===== src/rtl/i_cache_pkg.sv =====
// rtl/i_cache_pkg.sv - I-cache tag widths, entry layout, FSM encoding and address helpers
package i_cache_pkg;

  localparam int ADDR_W    = 64;
  localparam int IDX_W     = 6;
  localparam int OFF_W     = 3;
  localparam int TAG_W     = ADDR_W - IDX_W - OFF_W;
  localparam int ENT_W     = TAG_W + 1;
  localparam int VALID_BIT = TAG_W;

  typedef enum logic [2:0] {
    S_IDLE   = 3'd0,
    S_LOOKUP = 3'd1,
    S_MISS   = 3'd2,
    S_FILL   = 3'd3,
    S_FLUSH  = 3'd4
  } state_e;

  function automatic logic [IDX_W-1:0] get_index(input logic [ADDR_W-1:0] addr);
    return addr[OFF_W+IDX_W-1:OFF_W];
  endfunction

  function automatic logic [TAG_W-1:0] get_tag(input logic [ADDR_W-1:0] addr);
    return addr[ADDR_W-1:OFF_W+IDX_W];
  endfunction

  function automatic logic [ADDR_W-1:0] line_addr(input logic [ADDR_W-1:0] addr);
    return {addr[ADDR_W-1:OFF_W], {OFF_W{1'b0}}};
  endfunction

  // Entry layout: valid bit on top, tag below it.
  function automatic logic [ENT_W-1:0] make_entry(input logic valid, input logic [TAG_W-1:0] tag);
    return {valid, tag};
  endfunction

endpackage


===== src/rtl/i_cache_tag_ctrl_if.sv =====
// rtl/i_cache_tag_ctrl_if.sv - IFU, refill engine and tag RAM signals of the tag controller
interface i_cache_tag_ctrl_if;
  import i_cache_pkg::*;

  logic              req_valid_i;
  logic              req_ready_o;
  logic [ADDR_W-1:0] req_addr_i;
  logic              resp_valid_o;
  logic              resp_hit_o;
  logic              refill_req_o;
  logic [ADDR_W-1:0] refill_addr_o;
  logic              refill_done_i;
  logic              flush_i;
  logic              flush_done_o;
  logic [IDX_W-1:0]  tag_addr_o;
  logic [ENT_W-1:0]  tag_wdata_o;
  logic              tag_we_o;
  logic [TAG_W-1:0]  tag_rdata_i;
  logic              tag_valid_i;

  // Controller side.
  modport slave (
    input  req_valid_i, req_addr_i, refill_done_i, flush_i, tag_rdata_i, tag_valid_i,
    output req_ready_o, resp_valid_o, resp_hit_o, refill_req_o, refill_addr_o,
           flush_done_o, tag_addr_o, tag_wdata_o, tag_we_o
  );

  // Environment side: IFU, refill engine and tag RAM.
  modport master (
    output req_valid_i, req_addr_i, refill_done_i, flush_i, tag_rdata_i, tag_valid_i,
    input  req_ready_o, resp_valid_o, resp_hit_o, refill_req_o, refill_addr_o,
           flush_done_o, tag_addr_o, tag_wdata_o, tag_we_o
  );

endinterface


===== src/rtl/i_cache_tag_ctrl.sv =====
// rtl/i_cache_tag_ctrl.sv - I-cache tag lookup/refill/flush controller; option ICACHE_TAG_RST_FLUSH_EN
module i_cache_tag_ctrl
  import i_cache_pkg::*;
(
  input  logic              clk,
  input  logic              rst,
  i_cache_tag_ctrl_if.slave bus
);

`ifdef ICACHE_TAG_RST_FLUSH_EN
  // Reset release schedules a full sweep before the first lookup.
  localparam logic RST_PEND = 1'b1;
`else
  localparam logic RST_PEND = 1'b0;
`endif

  state_e            r_state;
  state_e            w_next;
  logic [ADDR_W-1:0] r_addr;
  logic [IDX_W-1:0]  r_cnt;
  logic              r_flush_pend;

  logic [TAG_W-1:0]  w_tag;
  logic [IDX_W-1:0]  w_idx;
  logic              w_hit;
  logic              w_sweep_last;
  logic              w_flush_go;

  assign w_tag        = get_tag(r_addr);
  assign w_idx        = get_index(r_addr);
  assign w_hit        = bus.tag_valid_i & (bus.tag_rdata_i == w_tag);
  assign w_sweep_last = (r_cnt == {IDX_W{1'b1}});
  assign w_flush_go   = r_flush_pend | bus.flush_i;

  // Next state and all outputs; a flush always beats a simultaneous request.
  always_comb begin
    w_next            = r_state;
    bus.req_ready_o   = 1'b0;
    bus.resp_valid_o  = 1'b0;
    bus.resp_hit_o    = 1'b0;
    bus.refill_req_o  = 1'b0;
    bus.refill_addr_o = '0;
    bus.flush_done_o  = 1'b0;
    bus.tag_addr_o    = '0;
    bus.tag_wdata_o   = '0;
    bus.tag_we_o      = 1'b0;
    case (r_state)
      S_IDLE: begin
        if (w_flush_go) begin
          w_next = S_FLUSH;
        end else begin
          bus.req_ready_o = 1'b1;
          if (bus.req_valid_i) begin
            bus.tag_addr_o = get_index(bus.req_addr_i);
            w_next         = S_LOOKUP;
          end
        end
      end
      S_LOOKUP: begin
        if (w_hit) begin
          bus.resp_valid_o = 1'b1;
          bus.resp_hit_o   = 1'b1;
          w_next           = S_IDLE;
        end else begin
          w_next = S_MISS;
        end
      end
      S_MISS: begin
        bus.refill_req_o  = 1'b1;
        bus.refill_addr_o = line_addr(r_addr);
        if (bus.refill_done_i) w_next = S_FILL;
      end
      S_FILL: begin
        bus.tag_we_o     = 1'b1;
        bus.tag_addr_o   = w_idx;
        bus.tag_wdata_o  = make_entry(1'b1, w_tag);
        bus.resp_valid_o = 1'b1;
        w_next           = S_IDLE;
      end
      S_FLUSH: begin
        bus.tag_we_o   = 1'b1;
        bus.tag_addr_o = r_cnt;
        if (w_sweep_last) begin
          bus.flush_done_o = 1'b1;
          w_next           = S_IDLE;
        end
      end
      default: w_next = S_IDLE;
    endcase
  end

  // State register, latched request address and sweep counter.
  always_ff @(posedge clk) begin
    if (rst) begin
      r_state <= S_IDLE;
      r_addr  <= '0;
      r_cnt   <= '0;
    end else begin
      r_state <= w_next;
      if (r_state == S_IDLE) begin
        if (w_flush_go)           r_cnt  <= '0;
        else if (bus.req_valid_i) r_addr <= bus.req_addr_i;
      end
      if (r_state == S_FLUSH) r_cnt <= r_cnt + IDX_W'(1);
    end
  end

  // Pending flush: pulses seen outside IDLE collapse into one sweep, cleared when a sweep ends.
  always_ff @(posedge clk) begin
    if (rst) begin
      r_flush_pend <= RST_PEND;
    end else if (r_state == S_FLUSH && w_sweep_last) begin
      r_flush_pend <= 1'b0;
    end else if (bus.flush_i && r_state != S_IDLE) begin
      r_flush_pend <= 1'b1;
    end
  end

endmodule


===== src/flat_wrapper.sv =====
// flat-port wrapper written by rule: the top's interface ports become plain ports
module i_cache_tag_ctrl_flat import i_cache_pkg::*;
  (clk, rst, bus_req_valid_i, bus_req_addr_i, bus_refill_done_i, bus_flush_i, bus_tag_rdata_i, bus_tag_valid_i, bus_req_ready_o, bus_resp_valid_o, bus_resp_hit_o, bus_refill_req_o, bus_refill_addr_o, bus_flush_done_o, bus_tag_addr_o, bus_tag_wdata_o, bus_tag_we_o);
  i_cache_tag_ctrl_if bus_i ();
  input  logic clk;
  input  logic rst;
  input wire logic [$bits(bus_i.req_valid_i)-1:0] bus_req_valid_i;
  input wire logic [$bits(bus_i.req_addr_i)-1:0] bus_req_addr_i;
  input wire logic [$bits(bus_i.refill_done_i)-1:0] bus_refill_done_i;
  input wire logic [$bits(bus_i.flush_i)-1:0] bus_flush_i;
  input wire logic [$bits(bus_i.tag_rdata_i)-1:0] bus_tag_rdata_i;
  input wire logic [$bits(bus_i.tag_valid_i)-1:0] bus_tag_valid_i;
  output wire logic [$bits(bus_i.req_ready_o)-1:0] bus_req_ready_o;
  output wire logic [$bits(bus_i.resp_valid_o)-1:0] bus_resp_valid_o;
  output wire logic [$bits(bus_i.resp_hit_o)-1:0] bus_resp_hit_o;
  output wire logic [$bits(bus_i.refill_req_o)-1:0] bus_refill_req_o;
  output wire logic [$bits(bus_i.refill_addr_o)-1:0] bus_refill_addr_o;
  output wire logic [$bits(bus_i.flush_done_o)-1:0] bus_flush_done_o;
  output wire logic [$bits(bus_i.tag_addr_o)-1:0] bus_tag_addr_o;
  output wire logic [$bits(bus_i.tag_wdata_o)-1:0] bus_tag_wdata_o;
  output wire logic [$bits(bus_i.tag_we_o)-1:0] bus_tag_we_o;
  assign bus_i.req_valid_i = bus_req_valid_i;
  assign bus_i.req_addr_i = bus_req_addr_i;
  assign bus_i.refill_done_i = bus_refill_done_i;
  assign bus_i.flush_i = bus_flush_i;
  assign bus_i.tag_rdata_i = bus_tag_rdata_i;
  assign bus_i.tag_valid_i = bus_tag_valid_i;
  assign bus_req_ready_o = bus_i.req_ready_o;
  assign bus_resp_valid_o = bus_i.resp_valid_o;
  assign bus_resp_hit_o = bus_i.resp_hit_o;
  assign bus_refill_req_o = bus_i.refill_req_o;
  assign bus_refill_addr_o = bus_i.refill_addr_o;
  assign bus_flush_done_o = bus_i.flush_done_o;
  assign bus_tag_addr_o = bus_i.tag_addr_o;
  assign bus_tag_wdata_o = bus_i.tag_wdata_o;
  assign bus_tag_we_o = bus_i.tag_we_o;
  i_cache_tag_ctrl u_core (.clk(clk), .rst(rst), .bus(bus_i));
endmodule

===== config.mk =====
export PLATFORM = sky130hd
export DESIGN_NAME = i_cache_tag_ctrl_flat
export DESIGN_NICKNAME = d
export VERILOG_FILES = /design/src/rtl/i_cache_pkg.sv /design/src/rtl/i_cache_tag_ctrl_if.sv /design/src/rtl/i_cache_tag_ctrl.sv /design/src/flat_wrapper.sv
export SDC_FILE = /design/constraint.sdc
export NUM_CORES = 1
export LEC_CHECK = 0
export ABC_AREA = 1
export CAP_MARGIN = 20
export CORE_MARGIN = 5
export CORE_UTILIZATION = 30
export CTS_BUF_LIST = sky130_fd_sc_hd__clkbuf_8
export DETAILED_ROUTE_END_ITERATION = 7
export MAX_ROUTING_LAYER = met4
export PLACE_DENSITY = 0.66
export SLEW_MARGIN = 40
export SYNTH_ARGS = -nofsm -noshare
export SYNTH_HDL_FRONTEND = slang
export SYNTH_SLANG_ARGS = --single-unit

===== constraint.sdc =====
create_clock -name clk -period 1.76 [get_ports clk]
set_input_delay 0.352 -clock clk [delete_from_list [all_inputs] [get_ports clk]]
set_output_delay 0.352 -clock clk [all_outputs]
set_load 0.05 [all_outputs]

==> out/summary.txt, run 1 <==
Status - complete, but fails checks
Failing checks - negative setup slack
Switching power share of the total - 40.4%
Post-synthesis xor/xnor area fraction - 0.377%
Cell types occupying the most area after synthesis - dfxtp_1, nand2_1, nor2_1, inv_1, a21oi_1
Distinct cell type count after synthesis - 32
Net Sw Power - 2.62 mW
Number of cells on the worst reg-to-reg path - 9
Worst r2r dst - u_core.r_cnt[5]
Clock latency on the worst-skew pair - 0.37 ns
Number of antenna violations at the first check in global routing - 3
Die Footprint - 18,100 sq um
Max Slew Vio Count - 0
Drt pass-1 iters - 4
Area growth, synth to finish - 137%
Critical Path Start Type - input pin
Power Density - 587 nW/um^2
Pin count of the biggest net entering global routing - 57
Finished Layout Cells - 1,423
Fraction of final layout cells with drive strength greater than 1 - 42.5%
Cell-internal power - 3.85 mW
Share of power burned in registers - 30.3%
Highest ir drop seen on vdd - 0.000593 V
Global route overflow - 0
Effective utilization at floorplan - 30.6%
Avg Cell Area, Syn - 5.63 sq um
Cell depth of the worst min-delay path - 2
Share of the synthesized area in compound gates (AO/OA/AOI/OAI) - 15.6%
Post-route fraction of the period consumed by the critical path - 129%
Count of final setup violators - 128
Reg-to-reg startpoint - u_core.r_state[2]
Final period demand of the worst path - 2.27 ns
Flip-flop and latch count after synthesis - 71
Post-synth top area share - 30.6%
Post-synthesis simple-gate area fraction - 38.0%
Total wire length after detailed routing - 24.7 mm
Weighted congestion reported at the end of routability-driven placement - 0.882
Maximum count of clock buffers along a single path - 2
Core region area - 15,200 sq um
Iteration-0 DRC Markers - 381
Cell at the root of the clock tree - clkbuf_8
Max Clk Rate - 440 MHz
Category of the most critical setup path - input pin to output port
Die outline height - 134 microns
Commonest cells after routing, fill and taps aside - nand2_1, buf_4, inv_1
Clk pwr share - 18.8%
Antenna-violating nets left - 0
Combinational power share - 50.9%
Clock input transition at the sequential cells of the worst setup and hold paths - 0.08 ns
Multiplexer share of the synthesized area - 0%
Post-synthesis instance area - 4650 sq um
Number of warnings reported in the yosys synthesis log - 0
Number of vias per cell - 4.72
Class of the worst hold path - register to register
Sequential share of the synthesized area - 30.6%
Maxcap violations - 0
TritonCTS Buffers - 9
Top-level port count - 257
Worst Path Arrival - 1.92 ns
Clock Skew - 0.00831 ns
Worst Path Required - 1.41 ns
Final Hold Violating Endpoints - 0
Hold buffers post-CTS - 0
Via count - 6,717
Setup slack, reg-to-reg - 0 ns
Static leakage - 4.72 nW
Worst Min Path Start - u_core.r_addr[6]
Count of buffers from port buffering - 250
Final Power - 6.47 mW
Yosys top cell by area - dfxtp_1
Routed wire per std cell - 17.4 microns
Placed cell count - 1,356
Max FO, Critical Path - 2
All-Layer GR Usage - 27.0%
Clock tree from TritonCTS - built
Global-route wire length before repair - 36.6 mm
Core Rows - 45
DRC Markers - 0
Crit. End Element - output port
RSZ-0062 raised after global routing - yes
Die Width - 134 microns
Worst-case setup slack after placement - -0.787 ns
Combinational family with the most area after synthesis - simple AND/OR/NAND/NOR gates
Placed wire-length estimate - 17.1 mm
Depth of the CTS H-tree - 3
Clock sink count - 71
Crit path setup slack, layout - -0.511 ns
Commonest non-fill, non-tap cell in the layout - nand2_1
Synthesized netlist cell count - 825
Final-stage net count - 1,353
Adder-cell area share of the yosys netlist - 0.269%
Number of global-route vias before repair - 6,789
Hold Path Sink - u_core.r_addr[6]
[kinds of logic (layout without fill, tap and decap cells)]
kind of cell	after synthesis	count (layout)
other cells	1	7
simple gates	442	442
xor+xnor	2	2
buf+inv	170	574
compound gates	138	138
flops	71	71
fa+ha+maj	1	1
[layout make-up]
class	count	area [sq um]
Timing Repair inverter	3	47.5
Antenna cell	4	10.0
Clock buffer	11	151
Multi-Input combinational cell	586	3660
Inverter	136	547
Fill cell	1109	4180
Timing Repair Buffer	420	4910
Clock inverter	4	16.3
Sequential cell	71	1440
Tap cell	188	235
[worst max-delay path: stages]
cell,delay (ns)
clkdlybuf4s50_1,0.48
inv_1,0.05
nand2_1,0.06
nand2_2,0.07
nor2_1,0.11
nand4_1,0.08
nor2_1,0.09
nand2_1,0.07
nor2_2,0.12
nand3_2,0.15
nor2_4,0.14
buf_12,0.14
[through the flow]
step / area (sq um) / hold slack [ns] / utilization, % / TNS, ns
after floorplan: 5570 / 0.430 / - / -23.92
after global placement: 9360 / 0.453 / 61.6 / -6.85
after detailed placement: 9360 / 0.456 / 61.6 / -8.65
after CTS: 10900 / 0.468 / 71.9 / -37.18
after global routing: 11000 / 0.482 / 72.5 / -50.82
final: 11000 / 0.466 / 72.5 / -44.05
[per-layer routing]
layer / vias to the layer above / GRT usage, % / share of wire [%]
li1: 3344 / - / -
met1: 3041 / 29.5 / 37
met2: 264 / 47.2 / 51
met3: 68 / 7.08 / 7.7
met4: 0 / 10.3 / 3.5
met5: - / - / 0
[power groups by stage]
stage / logic (mW) / clock network, mW / registers (mW)
floorplan: 1.54 / 0 / 1.95
finish: 3.29 / 1.21 / 1.96
global route: 3.52 / 1.30 / 1.98
global placement: 2.73 / 0 / 1.96
CTS: 3.21 / 1.23 / 1.94
detailed placement: 2.76 / 0 / 1.97
[cell usage after synthesis (all sizes together)]
cell type / instances
dfxtp: 71
o21bai: 1
inv: 136
xnor2: 2
o221ai: 4
or2: 1
nand3b: 1
nor3: 3
ha: 1
o211ai: 3
nand4: 17
a211oi: 2
and2: 2
nand2: 227
a21oi: 66
conb: 1
nor2: 186
buf: 17
o21ai: 61
clkbuf: 17
a2111oi: 1
nor3b: 1
nand3: 4
[state kept, by name (all words and copies together), names as in the netlist]
signal / flops
u_core.r_addr: 61
u_core.r_state: 3
u_core.r_flush_pend: 1
u_core.r_cnt: 6
[worst max-delay path by stage]
stage	from	slack, ns	to
global placement	bus_tag_rdata_i[10]	-0.81	bus_resp_hit_o
detailed placement	bus_tag_rdata_i[10]	-0.79	bus_resp_hit_o
finish	bus_tag_rdata_i[40]	-0.51	bus_resp_hit_o
floorplan	u_core.r_state[0]	-0.53	bus_tag_addr_o[1]
global route	u_core.r_addr[63]	-0.62	bus_resp_hit_o
CTS	u_core.r_addr[19]	-0.53	bus_resp_hit_o
[repair_timing]
item	4_1_cts	5_1_grt
pin swaps	43	45
endpoints found under the setup margin	129	132
gates cloned	15	0
gates resized for setup	226	71
setup buffers	34	15
Note: power is estimated with default switching activity, not from simulation.
==> run 2, diff against run 1 <==
--- a/config.mk
+++ b/config.mk
@@ -6,13 +6,14 @@
 export NUM_CORES = 1
 export LEC_CHECK = 0
 export ABC_AREA = 1
+export ABC_CLOCK_PERIOD_IN_PS = 1760
 export CAP_MARGIN = 20
 export CORE_MARGIN = 5
-export CORE_UTILIZATION = 30
+export CORE_UTILIZATION = 40
 export CTS_BUF_LIST = sky130_fd_sc_hd__clkbuf_8
 export DETAILED_ROUTE_END_ITERATION = 7
 export MAX_ROUTING_LAYER = met4
-export PLACE_DENSITY = 0.66
+export PLACE_DENSITY = 0.84
 export SLEW_MARGIN = 40
 export SYNTH_ARGS = -nofsm -noshare
 export SYNTH_HDL_FRONTEND = slang
==> out/summary.txt, run 2 <==
Share of the synthesized area in compound gates (AO/OA/AOI/OAI) - 15.6%
Multiplexer share of the synthesized area - 0%
Top cells by instance count after synthesis - nand2_1, nor2_1, inv_1, dfxtp_1, a21oi_1
Effective utilization at floorplan - 40.7%
Most frequent cell after synthesis - nand2_1
Avg Cell Area, Syn - 5.63 sq um
Post-synthesis simple-gate area fraction - 38.0%
Die Width - 118 microns
Number of warnings reported in the yosys synthesis log - 0
Distinct cell type count after synthesis - 32
Post-synth top area share - 30.6%
Placed wire-length estimate - 18.2 mm
Type of the worst endpoint after the last repair - top-level output
Count of flip-flops with a built-in enable after synthesis - 0
Hold buffers post-CTS - 0
Status - did not finish
Sequential share of the synthesized area - 30.6%
Clock sink count - 71
Depth of the CTS H-tree - 3
Post-synthesis xor/xnor area fraction - 0.377%
Adder-cell area share of the yosys netlist - 0.269%
Weighted congestion reported at the end of routability-driven placement - 0.930
First reported error - [ERROR DPL-0038] Utilization greater than 100%, impossible to legalize
Cell types occupying the most area after synthesis - dfxtp_1, nand2_1, nor2_1, inv_1, a21oi_1
Synthesized netlist cell count - 825
Combinational family with the most area after synthesis - simple AND/OR/NAND/NOR gates
Cell at the root of the clock tree - clkbuf_8
Asr flop ratio synth - 0%
Top-level port count - 257
Stop stage - global routing (5_1_grt)
Top FF cell, synth - dfxtp_1
Maximum count of clock buffers along a single path - 2
Yosys top cell by area - dfxtp_1
Post-synthesis instance area - 4650 sq um
Pin count of the biggest net entering global routing - 57
Die outline height - 118 microns
TritonCTS Buffers - 9
Worst Endpoint after GRT Repair - bus_resp_hit_o
Count of buffers from port buffering - 250
Core Rows - 39
Flip-flop and latch count after synthesis - 71
[run 2: cell counts after synthesis]
Identical to the previous run, type by type.
[run 2: cell families after synthesis]
group / count (synthesis)
other: 1
buffers and inverters: 170
and+or+nand+nor: 442
adders and majority gates: 1
DFF: 71
AOI/OAI and AO/OA: 138
xor gates and xnor gates: 2
[run 2: stage by stage]
stage | cell area, sq um | TNS, ns | worst slack, ns | cells
floorplan | 5570 | -23.92 | -0.528 | 827
global placement | 9580 | -7.10 | -0.745 | 1312
detailed placement | 9580 | -9.62 | -0.804 | 1312
CTS | 11000 | -46.13 | -0.451 | 1387
[run 2: timing repair]
| action | in CTS |
|---|---|
| gates cloned | 8 |
| buffers inserted | 52 |
| endpoints found under the setup margin | 127 |
| resized for setup | 252 |
| pin swaps | 62 |
==> run 3, diff against run 2 <==
--- a/config.mk
+++ b/config.mk
@@ -10,10 +10,8 @@
 export CAP_MARGIN = 20
 export CORE_MARGIN = 5
 export CORE_UTILIZATION = 40
-export CTS_BUF_LIST = sky130_fd_sc_hd__clkbuf_8
 export DETAILED_ROUTE_END_ITERATION = 7
-export MAX_ROUTING_LAYER = met4
-export PLACE_DENSITY = 0.84
+export PLACE_DENSITY_LB_ADDON = 0.15
 export SLEW_MARGIN = 40
 export SYNTH_ARGS = -nofsm -noshare
 export SYNTH_HDL_FRONTEND = slang
==> out/summary.txt, run 3 <==
Status - did not finish
Stop stage - clock tree synthesis (4_1_cts)
First reported error - [ERROR DPL-0033] detailed placement checks failed during check placement.
Hold buffers post-CTS - 0
Die Width - 118 microns
Maximum count of clock buffers along a single path - 2
Cell at the root of the clock tree - clkbuf_16
Top-level port count - 257
Synthesized netlist cell count - 825
Die outline height - 118 microns
Sequential share of the synthesized area - 30.6%
Avg Cell Area, Syn - 5.63 sq um
Post-synthesis instance area - 4650 sq um
Distinct cell type count after synthesis - 32
Yosys top cell by area - dfxtp_1
TritonCTS Buffers - 9
Count of buffers from port buffering - 250
Number of instances resized during post-cts repair - 255
Asr flop ratio synth - 0%
Depth of the CTS H-tree - 3
Core Rows - 39
Effective utilization at floorplan - 40.7%
Instance area after placement - 9540 sq um
Post-CTS setup-driven buffer insertion count - 61
Count of flip-flops with a built-in enable after synthesis - 0
Placed wire-length estimate - 17.2 mm
Cell types occupying the most area after synthesis - dfxtp_1, nand2_1, nor2_1, inv_1, a21oi_1
Clock sink count - 71
Top FF cell, synth - dfxtp_1
Number of warnings reported in the yosys synthesis log - 0
Post-synth top area share - 30.6%
Top cells by instance count after synthesis - nand2_1, nor2_1, inv_1, dfxtp_1, a21oi_1
Most frequent cell after synthesis - nand2_1
Flip-flop and latch count after synthesis - 71
Weighted congestion reported at the end of routability-driven placement - 0.941
-- run 3: cell counts after synthesis --
Identical to the previous run, type by type.
-- run 3: cells by family after synthesis --
family / share of synthesized area [%]
buf+inv: 15.1
fa+ha+maj: 0.269
compound gates: 15.6
simple gates: 38.0
xor+xnor: 0.377
flops: 30.6
other cells: 0.0807
-- run 3: per-stage QoR --
stage | setup TNS, ns | instances | worst slack (ns)
3_3_place_gp | -8.51 | 1312 | -0.676
2_1_floorplan | -23.92 | 827 | -0.528
3_5_place_dp | -11.24 | 1312 | -0.721
